File: src/rtl/ip_uart_tx.sv
// 8N1 UART transmitter, LSB first, behind a send_req/send_busy handshake.
// Define UART_TX_FIFO_EN to put a FIFO_DEPTH-entry byte FIFO between the handshake and the shifter.
module ip_uart_tx #(
    parameter int CLK_FREQ   = 75000000,
    parameter int BAUD       = 115200,
    parameter int FIFO_DEPTH = 16
) (
    input  logic       clk,
    input  logic       reset,
    input  logic [7:0] send_data,
    input  logic       send_req,
    output logic       send_busy,
    output logic       uart_tx
);

    localparam int DIV   = (CLK_FREQ + BAUD / 2) / BAUD;
    localparam int CNT_W = (DIV > 2) ? $clog2(DIV) : 1;
    localparam logic [CNT_W-1:0] CNT_LAST = CNT_W'(DIV - 1);

    if (DIV < 2) begin : g_div_check
        $error("ip_uart_tx: bit period DIV must be at least 2 clocks");
    end

    typedef enum logic [1:0] {S_IDLE, S_START, S_DATA, S_STOP} state_e;

    state_e           state_q, state_d;
    logic [CNT_W-1:0] cnt_q, cnt_d;
    logic [2:0]       idx_q, idx_d;
    logic [7:0]       sh_q, sh_d;
    logic             tx_q, tx_d;
    logic             busy_q, busy_d;

    logic       accept;
    logic       byte_avail;
    logic [7:0] load_byte;
    logic       bit_end;
    logic       load;

    assign accept  = send_req && !busy_q;
    assign bit_end = (cnt_q == CNT_LAST);
    // The shifter takes a new byte from IDLE, or straight from the end of a stop bit.
    assign load    = byte_avail && ((state_q == S_IDLE) || ((state_q == S_STOP) && bit_end));

`ifdef UART_TX_FIFO_EN
    localparam int AW = $clog2(FIFO_DEPTH);
    localparam logic [AW:0] FULL = (AW + 1)'(FIFO_DEPTH);

    if ((FIFO_DEPTH < 2) || ((FIFO_DEPTH & (FIFO_DEPTH - 1)) != 0)) begin : g_depth_check
        $error("ip_uart_tx: FIFO_DEPTH must be a power of two >= 2");
    end

    logic [7:0]    mem_q [FIFO_DEPTH];
    logic [AW-1:0] wr_ptr_q, rd_ptr_q;
    logic [AW:0]   count_q, count_d;

    assign byte_avail = (count_q != '0);
    assign load_byte  = mem_q[rd_ptr_q];

    always_comb begin
        count_d = count_q;
        case ({accept, load})
            2'b10:   count_d = count_q + 1'b1;
            2'b01:   count_d = count_q - 1'b1;
            default: count_d = count_q;
        endcase
        busy_d = (count_d == FULL);
    end

    // NOTE: the storage array carries no reset; pointers and count alone define its contents.
    always_ff @(posedge clk) begin
        if (accept) begin
            mem_q[wr_ptr_q] <= send_data;
        end
    end

    always_ff @(posedge clk or posedge reset) begin
        if (reset) begin
            wr_ptr_q <= '0;
            rd_ptr_q <= '0;
            count_q  <= '0;
        end else begin
            count_q <= count_d;
            if (accept) wr_ptr_q <= wr_ptr_q + 1'b1;
            if (load)   rd_ptr_q <= rd_ptr_q + 1'b1;
        end
    end
`else
    assign byte_avail = accept;
    assign load_byte  = send_data;

    // Busy spans the whole frame; it drops on the edge that ends the stop bit.
    always_comb begin
        busy_d = busy_q;
        if (accept) begin
            busy_d = 1'b1;
        end else if ((state_q == S_STOP) && bit_end) begin
            busy_d = 1'b0;
        end
    end

    logic unused_fifo_depth;
    assign unused_fifo_depth = (FIFO_DEPTH > 0);
`endif

    // NOTE: sequential state uses non-blocking assignments so every flop samples pre-edge values.
    always_ff @(posedge clk or posedge reset) begin
        if (reset) begin
            state_q <= S_IDLE;
            cnt_q   <= '0;
            idx_q   <= '0;
            sh_q    <= '0;
            tx_q    <= 1'b1;
            busy_q  <= 1'b0;
        end else begin
            state_q <= state_d;
            cnt_q   <= cnt_d;
            idx_q   <= idx_d;
            sh_q    <= sh_d;
            tx_q    <= tx_d;
            busy_q  <= busy_d;
        end
    end

    // NOTE: each combinational output is given a default first, so no latch can be inferred.
    always_comb begin
        state_d = state_q;
        cnt_d   = cnt_q + 1'b1;
        idx_d   = idx_q;
        case (state_q)
            S_IDLE: begin
                cnt_d = '0;
                if (load) state_d = S_START;
            end
            S_START: begin
                if (bit_end) begin
                    state_d = S_DATA;
                    cnt_d   = '0;
                    idx_d   = '0;
                end
            end
            S_DATA: begin
                if (bit_end) begin
                    cnt_d = '0;
                    if (idx_q == 3'd7) state_d = S_STOP;
                    else               idx_d   = idx_q + 1'b1;
                end
            end
            S_STOP: begin
                if (bit_end) begin
                    cnt_d   = '0;
                    state_d = load ? S_START : S_IDLE;
                end
            end
            default: state_d = S_IDLE;
        endcase
    end

    always_comb begin
        tx_d = tx_q;
        sh_d = sh_q;
        if (load) begin
            tx_d = 1'b0;
            sh_d = load_byte;
        end else if (bit_end) begin
            case (state_q)
                S_START: tx_d = sh_q[0];
                S_DATA: begin
                    if (idx_q == 3'd7) begin
                        tx_d = 1'b1;
                    end else begin
                        sh_d = {1'b0, sh_q[7:1]};
                        tx_d = sh_q[1];
                    end
                end
                default: tx_d = 1'b1;
            endcase
        end
    end

    assign uart_tx   = tx_q;
    assign send_busy = busy_q;

endmodule

File: config.mk
export PLATFORM = sky130hd
export DESIGN_NAME = ip_uart_tx
export DESIGN_NICKNAME = d
export VERILOG_FILES = /design/src/rtl/ip_uart_tx.sv
export SDC_FILE = /design/constraint.sdc
export NUM_CORES = 1
export LEC_CHECK = 0
export BUFFER_PORTS_ARGS = -buffer_cell sky130_fd_sc_hd__buf_2
export CAP_MARGIN = 40
export CORE_MARGIN = 1
export CORE_UTILIZATION = 50
export DETAILED_ROUTE_END_ITERATION = 12
export HOLD_SLACK_MARGIN = 0.02
export PLACE_DENSITY_LB_ADDON = 0.08
export SLEW_MARGIN = 30
export SYNTH_ARGS = -nofsm -noshare
export SYNTH_HDL_FRONTEND = slang
export SYNTH_SLANG_ARGS = --single-unit
File: constraint.sdc
create_clock -name clk -period 2.6 [get_ports clk]
set_input_delay 0 -clock clk [delete_from_list [all_inputs] [get_ports clk]]
set_output_delay 0 -clock clk [all_outputs]
set_load 0.1 [all_outputs]
### Word-level counts from Yosys, hierarchy flattened

Cells that the tools add are included.

* logic and storage cells: 57
* output and inout bits: 2
* input bits: 11
* bits in registers: 25

* equality and inequality tests: 12
* mux-type cells: 23
* reduce and logical (&&, ||, !) cells: 14
* $add $sub $neg: 2

Operators with widths (count)
* 8-bit 2-to-1 mux: 4
* 10-bit case mux with 2 select lines: 1
* 2-bit inequality test, second input constant: 7
* 10-bit by 1-bit adder with 10-bit output, second input constant: 1
* 10-bit equality test, second input constant: 1
* 10-bit 2-to-1 mux: 1
* 2-bit 2-to-1 mux: 5
* 3-bit 2-to-1 mux: 3
* 2-bit case mux with 4 select lines: 1
* 2-bit nonzero test: 4
* 1-bit 2-to-1 mux: 6
* 3-bit case mux with 2 select lines: 1
* 5-bit AND reduction: 1
* 2-bit equality test, second input constant: 2
* 4-bit AND reduction: 1
* 3-bit by 1-bit adder with 3-bit output, second input constant: 1
* 3-bit equality test, second input constant: 1
* 1-bit logical AND: 3
* 3-bit AND reduction: 1
* 3-bit OR reduction: 1
* 2-bit by 1-bit equality test with 1-bit output, second input constant: 1
* 2-bit zero test: 1
* 1-bit case mux with 2 select lines: 1
* 1-bit zero test: 1
* 1-bit logical OR: 1

### Longest topological paths before layout

* depth in word-level cells: 7
* gate-level depth with buffers: 8
* mapped depth without buffers: 6

### Least setup slack after synthesis

OpenSTA, ideal clock, no wires.

* kind: reg2reg
* start: register busy_q, in the netlist send_busy
* end: register sh_q[0]
* buffers on the path: 0
* stages on the path, launching flop included: 5
* setup time: 0.125 ns
* setup slack: 0.405 ns
* arrival: 2.070 ns
* clock period less this slack: 2.195 ns
* required time: 2.475 ns
* cell sequence: dfrtp_1 -> nor2b_1 -> and2_1 -> a31oi_4 -> mux2_2

* cells in the longest elaborated chain, start to end: 5

RTL lines
* start, declared: RTL line 31 `logic busy_q, busy_d;`
* start signal, assigned: RTL line 120 `busy_q <= busy_d;`
* 1-bit zero test (*): RTL line 39 `assign accept = send_req && !busy_q;`
* 1-bit logical AND (*): RTL line 39
* 1-bit logical AND (*): RTL line 42 `assign load = byte_avail && ((state_q == S_IDLE) || ((state_q == S_STOP) && bit_end));`
* 2-bit inequality test (no line) / 2-bit nonzero test (equally long branches)
* 3-bit AND reduction (no line)
* end signal, assigned: RTL line 111 `sh_q <= '0;`
* end signal, assigned: RTL line 118 `sh_q <= sh_d;`
* end, declared: RTL line 29 `logic [7:0] sh_q, sh_d;`

Every way passes the cells marked *; elsewhere a longest branch is shown, timed or not.
A chain may end at the register's enable or synchronous reset.

### Final worst setup path

* start: register cnt_q[0]
* end: register sh_q[5]

* cells in the longest elaborated chain, start to end: 6

RTL lines
* start, declared: RTL line 27 `logic [CNT_W-1:0] cnt_q, cnt_d;`
* start signal, assigned: RTL line 116 `cnt_q <= cnt_d;`
* 10-bit equality test (*): RTL line 40 `assign bit_end = (cnt_q == CNT_LAST);`
* 1-bit logical AND: RTL line 42
* 1-bit logical OR: RTL line 42
* 1-bit logical AND: RTL line 42
* 2-bit inequality test (no line) / 2-bit nonzero test (equally long branches)
* 3-bit AND reduction (no line)

Marked as above.

==> impl_metrics.tcl <==
set metrics [dict create \
    status "complete, no violations" \
    holdWs_ps 151 \
    post-route-min-period_ps 2090 \
    synth_nets 145 \
    synth_cell_types 36 \
    die_area_sq_mm 0.00298 \
    dp.cells 166 \
    comb_power_share_pct 7.1 \
    fin_setup_tns_ps 0 \
    synth_most_common_cell "dfrtp_1" \
    cts_buffer_depth 2 \
    cp_cell_sequence "inv_1 -> ha_1 -> and3b_1 -> and3_1 -> a31oi_4 -> mux2_2" \
    min_path_cells 3 \
    synth_edf_count 0 \
    ios 13 \
    netlist.area_leader.share_pct 43.4 \
    fin_nets 169 \
    cp-end-kind "flop" \
    relSlewSlack_pct 57.3 \
    synth.area.top_cells "dfrtp_1 43%, mux2_2 12%, ha_1 7.2%" \
    synth_top_cell_by_area "dfrtp_1" \
    min_path_type "input pin to flop" \
    layout_worst_path_cycle_share_pct 80.4 \
    fin_ws_ps 509 \
    drc 0 \
    io_buffers 12 \
    synth_common_cells "24 x dfrtp_1, 15 x mux2_2, 15 x nor2_1" \
    worstHoldEndpoint "send_busy" \
    drt_wl_total_mm 2.33 \
    yosysWarnings 0 \
    grt_pass1_wl_mm 4.04 \
    start_kind "flop" \
    r2r_slack_ps 510 \
    async_flop_share_pct 100 \
    p_clk_share_pct 29.0 \
    syn_to_final_growth_pct 15.1 \
    overflow 0 \
    required_ps 2820 \
    syn-mean-instance-area_sq_um 11.0 \
    rsz0062_at_grt "no" \
    r2r-start "cnt_q[0]" \
    drt_iter0_markers 11 \
    drt_first_pass_iters 4 \
    clock_sinks 25 \
    slowest_delay_ps 440 \
    drtAntennaViolNets 0 \
    multi_input_area_sq_um 713 \
    arrival_ps 2310 \
    die_h_um 54.6 \
    seqCellArea_sq_um 627 \
    crit_path_top_delay_cell "dfrtp_1" \
    cts_tree "done" \
    reg2reg_to "sh_q[5]" \
    syn-cell-area_sq_mm 0.00138 \
    start_util_pct 54.3 \
    maxSlewViolCount 0 \
    hold_viol_final 0 \
    crit_buf_inv 1 \
    dp_hpwl_mm 1.68 \
    critPathKind "flop to flop" \
    max-vdd-ir-drop_uv 248 \
    ctsResizeCount 0 \
    critPathTopFamily "simple AND/OR/NAND/NOR gates" \
    clock_latency_ps 320 \
    place_congestion 0.718 \
    power.leakage_nw 0.794 \
    worstHoldStart "send_req" \
    cts.htree.levels 1 \
    std_cell_rows 18 \
    via_per_inst 5.45 \
    layoutNonFillerInstCount 179 \
    grt_pass1_vias 953 \
    cts.clk_slew.worst_paths_ps 140 \
    switching_share_pct 23.4 \
    rr_worst_depth 6 \
    tightestPinTransition_ps 639 \
    synth_seq_area_share_pct 45.3 \
    n_antenna_cell 0 \
    die_w_um 54.6 \
    grt_start_max_net_pins 16 \
    grt_usage_pct 19.0 \
    synthCells 126 \
    cts_root_buf "clkbuf_4" \
    ys_seq_elements 25 \
    post_drt_wl_per_cell_um 13.0 \
    p_int_mw 0.469 \
    finalClockSkew_ps 10.0 \
    core_area_sq_mm 0.00254 \
    powerDensity_mw_per_mm2 385 \
    seq_power_share_pct 63.9 \
    dp_slack_ps 527 \
    drive_above_1_share_pct 26.2 \
    antenna_found_initial 0 \
    finalSetupViolCount 0 \
    p_sw_mw 0.143 \
    cp_max_fo 10 \
    cts_buffers 3 \
    nFillCells 209 \
    synth_ff_type "dfrtp_1" \
    cap_violations 0 \
    clock.fmax_mhz 478 \
    via_count 975 \
]
per-layer routing:
| metal | part of all wire [%] | track usage (%) | wire [um] |
|---|---|---|---|
| met1 | 49 | 24.5 | 1140 |
| met2 | 48 | 31.7 | 1120 |
| met3 | 1.9 | 2.50 | 45 |
| met4 | 1.1 | 8.12 | 25 |
| met5 | 0 | 0 | 0 |
repair_timing:
action	in CTS	in global routing
hold endpoints to repair	21	0
hold buffers	9	0
endpoints found under the setup margin	0	0
buffers inserted	0	0
worst max path at each step:
stage	startpoint	to	slack, ps	cells after the start
3_3_place_gp	cnt_q[0]	sh_q[4]	550	6
3_5_place_dp	cnt_q[0]	sh_q[5]	530	6
6_report	cnt_q[0]	sh_q[5]	510	6
4_1_cts	cnt_q[0]	sh_q[5]	510	6
2_1_floorplan	send_busy	sh_q[0]	410	4
5_1_grt	idx_q[0]	sh_q[5]	390	6
flip-flops by register name, summed over array words and instances (netlist names):
signal / count
idx_q: 3
state_q: 2
uart_tx: 1
send_busy: 1
cnt_q: 10
sh_q: 8
power groups by stage:
| stage | clock network (mW) | registers, mW | logic [mW] |
|---|---|---|---|
| 2_1_floorplan | 0 | 0.409 | 0.00928 |
| 3_3_place_gp | 0 | 0.398 | 0.0305 |
| 3_5_place_dp | 0 | 0.399 | 0.0341 |
| 4_1_cts | 0.182 | 0.391 | 0.0443 |
| 5_1_grt | 0.197 | 0.392 | 0.0479 |
| 6_report | 0.178 | 0.391 | 0.0436 |
worst reg2reg max path, cell delays in order, from the launching register on:
cell,delay [ps]
dfrtp_1,440
inv_1,60
ha_1,190
and3b_1,210
and3_1,320
a31oi_4,390
mux2_2,380
stage by stage:
step / cell area, sq um / utilization (%) / total power [mW]
floorplan: 1380 / - / 0.418
global placement: 1460 / 57.4 / 0.429
detailed placement: 1480 / 58.0 / 0.433
CTS: 1590 / 62.5 / 0.618
global route: 1590 / 62.5 / 0.637
finish: 1590 / 62.5 / 0.612
cell usage in the layout (no fill, tap or decap), types with 2 or more instances in the layout:
cell type / instances
dfrtp_1: 24
nor2_1: 15
mux2_2: 15
buf_2: 12
nand2_1: 9
dlygate4sd3_1: 9
ha_1: 8
inv_1: 6
xnor2_1: 6
nor2b_1: 4
nand3_1: 3
nor3_1: 3
o21ai_0: 3
a22o_1: 3
clkbuf_4: 3
xor2_1: 2
mux2i_1: 2
a22o_2: 2
cell families (layout without fill, tap and decap cells):
| kind of cell | after synthesis | count (layout) | share of synthesized area [%] |
|---|---|---|---|
| AND/OR/NAND/NOR | 43 | 43 | 15.7 |
| flip-flops | 25 | 25 | 45.3 |
| multiplexers | 17 | 17 | 13.7 |
| AO/OA/AOI/OAI | 16 | 16 | 9.96 |
| buffers and inverters | 9 | 32 | 3.08 |
| adder cells (fa/ha/maj) | 8 | 8 | 7.24 |
| XOR/XNOR | 8 | 8 | 5.07 |
area by class of cell:
class | instances | share of cell area (%)
inverters | 6 | 1.42
well taps | 30 | 2.36
flip-flops and latches | 25 | 39.4
repair buffers | 22 | 10.4
multi-input cells | 92 | 44.8
clock buffers | 4 | 1.65
Note: power is estimated with default switching activity, not from simulation.
